$ cat config.mk
export PLATFORM = sky130hd
export DESIGN_NAME = df_demux_flat
export DESIGN_NICKNAME = d
export VERILOG_FILES = /design/src/rtl/df_demux_pkg.sv /design/src/rtl/df_demux_if.sv /design/src/rtl/df_demux.sv /design/src/flat_wrapper.sv
export SDC_FILE = /design/constraint.sdc
export NUM_CORES = 1
export LEC_CHECK = 0
export CAP_MARGIN = 20
export CELL_PAD_IN_SITES_DETAIL_PLACEMENT = 2
export CELL_PAD_IN_SITES_GLOBAL_PLACEMENT = 2
export CORE_MARGIN = 2
export CORE_UTILIZATION = 33
export DETAILED_ROUTE_END_ITERATION = 8
export PLACE_DENSITY = 0.8
export SYNTH_ARGS = -nofsm -noshare
export SYNTH_HDL_FRONTEND = slang
export SYNTH_SLANG_ARGS = --single-unit
$ cat constraint.sdc
create_clock -name clk -period 2.43 [get_ports clk]
set_input_delay 0.486 -clock clk [delete_from_list [all_inputs] [get_ports clk]]
set_output_delay 0.486 -clock clk [all_outputs]
set_load 0.05 [all_outputs]
$ cat src/rtl/df_demux_pkg.sv
// rtl/df_demux_pkg.sv - shared widths, constants and state encoding for the write-back distributor
package df_demux_pkg;

    localparam int DATA_WIDTH = 16;
    localparam int SEL_WIDTH  = 3;
    localparam int NUM_SLOTS  = 7;

    typedef logic [DATA_WIDTH-1:0] word_t;
    typedef logic [SEL_WIDTH-1:0]  sel_t;

    // Q3.12 value of 1.0 served by the operand selector's slot 7
    localparam word_t CONST_ONE = 16'h1000;
    localparam sel_t  SEL_CONST = 3'h7;

    typedef enum logic [1:0] {
        ST_IDLE = 2'd0,
        ST_FILL = 2'd1,
        ST_FULL = 2'd2
    } state_t;

endpackage

$ cat src/rtl/df_demux_if.sv
// rtl/df_demux_if.sv - result-word stream with slot addressing into the distributor
interface df_demux_if;
    import df_demux_pkg::*;

    word_t in_data;
    logic  in_valid;
    logic  in_ready;
    logic  wr_sel_en;
    sel_t  wr_sel;

    modport master (output in_data, output in_valid, output wr_sel_en, output wr_sel, input in_ready);
    modport slave  (input in_data, input in_valid, input wr_sel_en, input wr_sel, output in_ready);

endinterface

$ cat src/rtl/df_demux.sv
// rtl/df_demux.sv - scatters a result stream into seven holding slots and frames them for downstream
module df_demux
    import df_demux_pkg::*;
(
    input  logic                 clk,
    input  logic                 reset,
    input  logic                 start,
    df_demux_if.slave            wr,
    output word_t                data_out_0,
    output word_t                data_out_1,
    output word_t                data_out_2,
    output word_t                data_out_3,
    output word_t                data_out_4,
    output word_t                data_out_5,
    output word_t                data_out_6,
    output logic [NUM_SLOTS-1:0] slot_valid,
    output logic                 frame_done,
    input  logic                 frame_ack,
    output logic                 err_const
);

    state_t                state_q, state_d;
    sel_t                  ptr_q, ptr_d;
    logic [NUM_SLOTS-1:0]  valid_d;
    logic                  ready_q;
    logic                  done_d, err_d, wr_en;
    sel_t                  dest;
    word_t                 slot_q [NUM_SLOTS];

    assign wr.in_ready = ready_q;

    always_ff @(posedge clk or negedge reset) begin
        if (!reset) begin
            state_q    <= ST_IDLE;
            ptr_q      <= '0;
            slot_valid <= '0;
            ready_q    <= 1'b0;
            frame_done <= 1'b0;
            err_const  <= 1'b0;
        end else begin
            state_q    <= state_d;
            ptr_q      <= ptr_d;
            slot_valid <= valid_d;
            ready_q    <= (state_d == ST_FILL);
            frame_done <= done_d;
            err_const  <= err_d;
        end
    end

    always_comb begin
        state_d = state_q;
        ptr_d   = ptr_q;
        valid_d = slot_valid;
        done_d  = 1'b0;
        err_d   = 1'b0;
        wr_en   = 1'b0;
        dest    = wr.wr_sel_en ? wr.wr_sel : ptr_q;
        case (state_q)
            ST_IDLE: begin
                if (start) begin
                    state_d = ST_FILL;
                    ptr_d   = '0;
                    valid_d = '0;
                end
            end
            ST_FILL: begin
                // a restart wins over any word offered in the same cycle
                if (start) begin
                    ptr_d   = '0;
                    valid_d = '0;
                end else if (wr.in_valid && ready_q) begin
                    if (dest == SEL_CONST) begin
                        err_d = 1'b1;
                    end else begin
                        wr_en         = 1'b1;
                        valid_d[dest] = 1'b1;
                        if (!wr.wr_sel_en && ptr_q != sel_t'(NUM_SLOTS - 1))
                            ptr_d = ptr_q + sel_t'(1);
                    end
                    if (&valid_d) begin
                        state_d = ST_FULL;
                        done_d  = 1'b1;
                    end
                end
            end
            ST_FULL: begin
                if (frame_ack) begin
                    state_d = ST_FILL;
                    ptr_d   = '0;
                    valid_d = '0;
                end
            end
            default: state_d = ST_IDLE;
        endcase
    end

    // slot data survives frame_ack; only a write or reset changes it
    for (genvar g = 0; g < NUM_SLOTS; g++) begin : g_slot
        always_ff @(posedge clk or negedge reset) begin
            if (!reset)
                slot_q[g] <= '0;
            else if (wr_en && dest == sel_t'(g))
                slot_q[g] <= wr.in_data;
        end
    end

    assign data_out_0 = slot_q[0];
    assign data_out_1 = slot_q[1];
    assign data_out_2 = slot_q[2];
    assign data_out_3 = slot_q[3];
    assign data_out_4 = slot_q[4];
    assign data_out_5 = slot_q[5];
    assign data_out_6 = slot_q[6];

endmodule

$ cat src/flat_wrapper.sv
// flat-port wrapper written by rule: the top's interface ports become plain ports
module df_demux_flat import df_demux_pkg::*;
  (clk, reset, start, data_out_0, data_out_1, data_out_2, data_out_3, data_out_4, data_out_5, data_out_6, slot_valid, frame_done, frame_ack, err_const, wr_in_data, wr_in_valid, wr_wr_sel_en, wr_wr_sel, wr_in_ready);
  df_demux_if wr_i ();
  input  logic clk;
  input  logic reset;
  input  logic start;
  output word_t data_out_0;
  output word_t data_out_1;
  output word_t data_out_2;
  output word_t data_out_3;
  output word_t data_out_4;
  output word_t data_out_5;
  output word_t data_out_6;
  output logic [NUM_SLOTS-1:0] slot_valid;
  output logic frame_done;
  input  logic frame_ack;
  output logic err_const;
  input wire logic [$bits(wr_i.in_data)-1:0] wr_in_data;
  input wire logic [$bits(wr_i.in_valid)-1:0] wr_in_valid;
  input wire logic [$bits(wr_i.wr_sel_en)-1:0] wr_wr_sel_en;
  input wire logic [$bits(wr_i.wr_sel)-1:0] wr_wr_sel;
  output wire logic [$bits(wr_i.in_ready)-1:0] wr_in_ready;
  assign wr_i.in_data = wr_in_data;
  assign wr_i.in_valid = wr_in_valid;
  assign wr_i.wr_sel_en = wr_wr_sel_en;
  assign wr_i.wr_sel = wr_wr_sel;
  assign wr_in_ready = wr_i.in_ready;
  df_demux u_core (.clk(clk), .reset(reset), .start(start), .wr(wr_i), .data_out_0(data_out_0), .data_out_1(data_out_1), .data_out_2(data_out_2), .data_out_3(data_out_3), .data_out_4(data_out_4), .data_out_5(data_out_5), .data_out_6(data_out_6), .slot_valid(slot_valid), .frame_done(frame_done), .frame_ack(frame_ack), .err_const(err_const));
endmodule
==> out/metrics.csv <==
metric,value,unit
outcome,completed,
Initial DRT Pass Iterations,4,
Worst setup EP type,flop,
MaxCap Viol Count,0,
area post-placement,7200,um^2
IO Count,147,
Final Hold Vio Count,0,
switching pwr,4.62,mW
clock share of power,21.1,%
via/cell ratio,4.79,
Comb pwr share,48.1,%
Worst Path Max Fanout,9,
Setup WS post-layout,0.0530,ns
post-synthesis cell area,5230,um^2
Die Ht,130,um
worst reg2reg path startpoint,u_core.state_q[1],
Slew Limit Fails,0,
CP arrival,2.67,ns
CP startpoint,wr_wr_sel_en,
LEAKAGE,3.42,nW
Setup TNS,0,ns
pwr/cell area,1370,nW/um^2
"Seq/Total Area, Yosys",60.8,%
pre-CTS WS,-0.267,ns
area grow syn2layout,47.5,%
placed instance count,721,
die area,16900,um^2
Starting Density,33.3,%
"Design Area, Final",7720,um^2
switch share,43.5,%
Clock Skew,0.00688,ns
syn_area_per_cell,15.5,um^2
Clock Latency Late Sink,0.41,ns
relative slew slack,58.5,%
DR DRC count,0,
Final Setup Violations,0,
WP data required,2.72,ns
Rows,46,
leading area contributor after synthesis,dfrtp_1,
total CTS buffers,17,
global-route usage over all layers,20.8,%
worst-case clock buffer depth,2,
DRT iter0 DRCs,90,
routed via count,3594,
nets,551,
core area,15700,um^2
most common cell in the netlist,dfrtp_1,
first-pass GRT wire length,25700,um
reg2reg setup slack,0.25,ns
port bufs,146,
clock tree from TritonCTS,built,
gpl congestion,0.825,
# Post-CTS Setup Buffers,0,
CTS sink cnt,127,
Resize count post-CTS,0,
post-route minimum period,2.38,ns
drt wl/cell,22.5,um
area fraction of the dominant cell type after synthesis,60.8,%
VDD IR max,0.660,mV
GRT Residual Overflow,0,
top_reg_cell synth,dfrtp_1,
fillers,1495,
cell count after synthesis,337,
f_max,421,MHz
Slew @ Worst Pin,0.620,ns
ys async rst share,100,%
RSZ-0062 raised after global routing,false,
antenna violations before repair,0,
Hold Buf Count CTS,0,
syn_nets,364,
Ys Warns,0,
Post-synth EDFFs,0,
Pint,5.99,mW
Final Power,10.6,mW
#FFs+latches synth,127,
clk root buf,clkbuf_16,
Flop pwr share,30.8,%
Area contributors post-synth,"dfrtp_1 (61%), mux2_2 (16%), mux2_4 (6.0%)",
critical path type,in2reg,
final period utilization,97.8,%
Netlist cell types,43,
vias in the first global route,4166,
Synth top cells by count,"dfrtp_1 (127), mux2_2 (75), mux2_4 (21)",
worst min-delay path category,in2async,
startpoint types,input port,
DP HPWL,11700,um
Antenna Diode Count,0,
routed wire length,16800,um
share of layout cells above drive strength 1,32.6,%
H-tree levels,4,
"CTS clk-pin slew, worst paths",0.06,ns
largest net degree at the start of global routing,53,
Finished Layout Cells,750,
"antenna viol nets, final",0,
Die X,130,um
logic make-up (layout without fill, tap and decap cells):
logic type	Yosys count	after routing	synth area share, %
fa+ha+maj	2	2	0.478
simple gates	44	44	5.81
flops	127	127	60.8
buf+inv	19	216	2.63
compound gates	27	27	3.40
mux	118	118	26.9
registers in the layout (all words and copies together), names as in the netlist:
name	cells
u_core.wr.in_ready	1
u_core.data_out_4	16
u_core.ptr_q	3
u_core.data_out_2	16
u_core.data_out_1	16
u_core.err_const	1
u_core.slot_valid	7
u_core.state_q	2
u_core.frame_done	1
u_core.data_out_0	16
u_core.data_out_3	16
u_core.data_out_6	16
u_core.data_out_5	16
final timing paths:
check                                   endpoint  cells after the start
hold / removal              u_core.data_out_1[7]                      1
hold reg to reg             u_core.data_out_5[2]                      1
setup reg to reg           u_core.data_out_6[14]                      5
min in group clk            u_core.data_out_5[2]                      1
setup / recovery               u_core.state_q[1]                      9
max in group asynchronous   u_core.data_out_6[1]                      2
worst max-delay path: stages:
cell and delay, ns:
clkdlybuf4s50_1 0.40, buf_4 0.18, buf_4 0.16, nor3b_1 0.32, nor2_1 0.23, o31ai_1 0.32
nand4_1 0.22, buf_4 0.20, o32ai_1 0.14
power by group through the flow:
stage	combinational, mW	sequential [mW]	clock (mW)
floorplan	0.799	5.63	0
global placement	4.99	3.22	0
detailed placement	5.11	3.29	0
CTS	5.15	3.28	2.29
global route	5.28	3.37	2.38
finish	5.10	3.27	2.23
per-stage QoR:
stage | utilization [%] | hold slack [ns]
2_1_floorplan | - | 0.190
3_3_place_gp | 45.9 | 0.433
3_5_place_dp | 45.9 | 0.448
4_1_cts | 49.1 | 0.0119
5_1_grt | 49.1 | 0.0184
6_report | 49.1 | 0.0134
per-layer routing:
| layer | GRT usage (%) | up-vias | share of wire, % |
|---|---|---|---|
| li1 | - | 1580 | - |
| met1 | 24.6 | 1906 | 41 |
| met2 | 36.8 | 98 | 54 |
| met3 | 6.36 | 10 | 5.2 |
| met4 | 5.31 | 0 | 0.65 |
| met5 | 0 | - | 0 |
final cells by class:
class                   count  area [um^2]  share of cell area [%]
inverters                   7         26.3                   0.340
well taps                 216          270                    3.50
clock buffers              22          474                    6.14
repair buffers            180         1810                    23.5
multi-input cells         191         1920                    24.8
clock inverters             7         40.0                   0.519
flip-flops and latches    127         3180                    41.2
cell usage in the layout, fill, tap and decap left out, types with 3 or more instances in the layout:
cell type	Yosys	routed
nand2_4	3	3
o21ai_0	4	4
dfrtp_1	127	127
nand2_1	4	4
nor2_1	14	14
mux2_1	20	20
mux2_4	21	21
mux2_2	75	75
inv_1	7	7
clkdlybuf4s50_1	0	145
clkinv_2	0	5
buf_4	1	27
clkbuf_16	0	17
a21oi_1	7	7
a31oi_1	5	5
clkbuf_8	0	3
buf_12	0	8
nor2_4	3	3
Power figures use the tool's default switching activity.
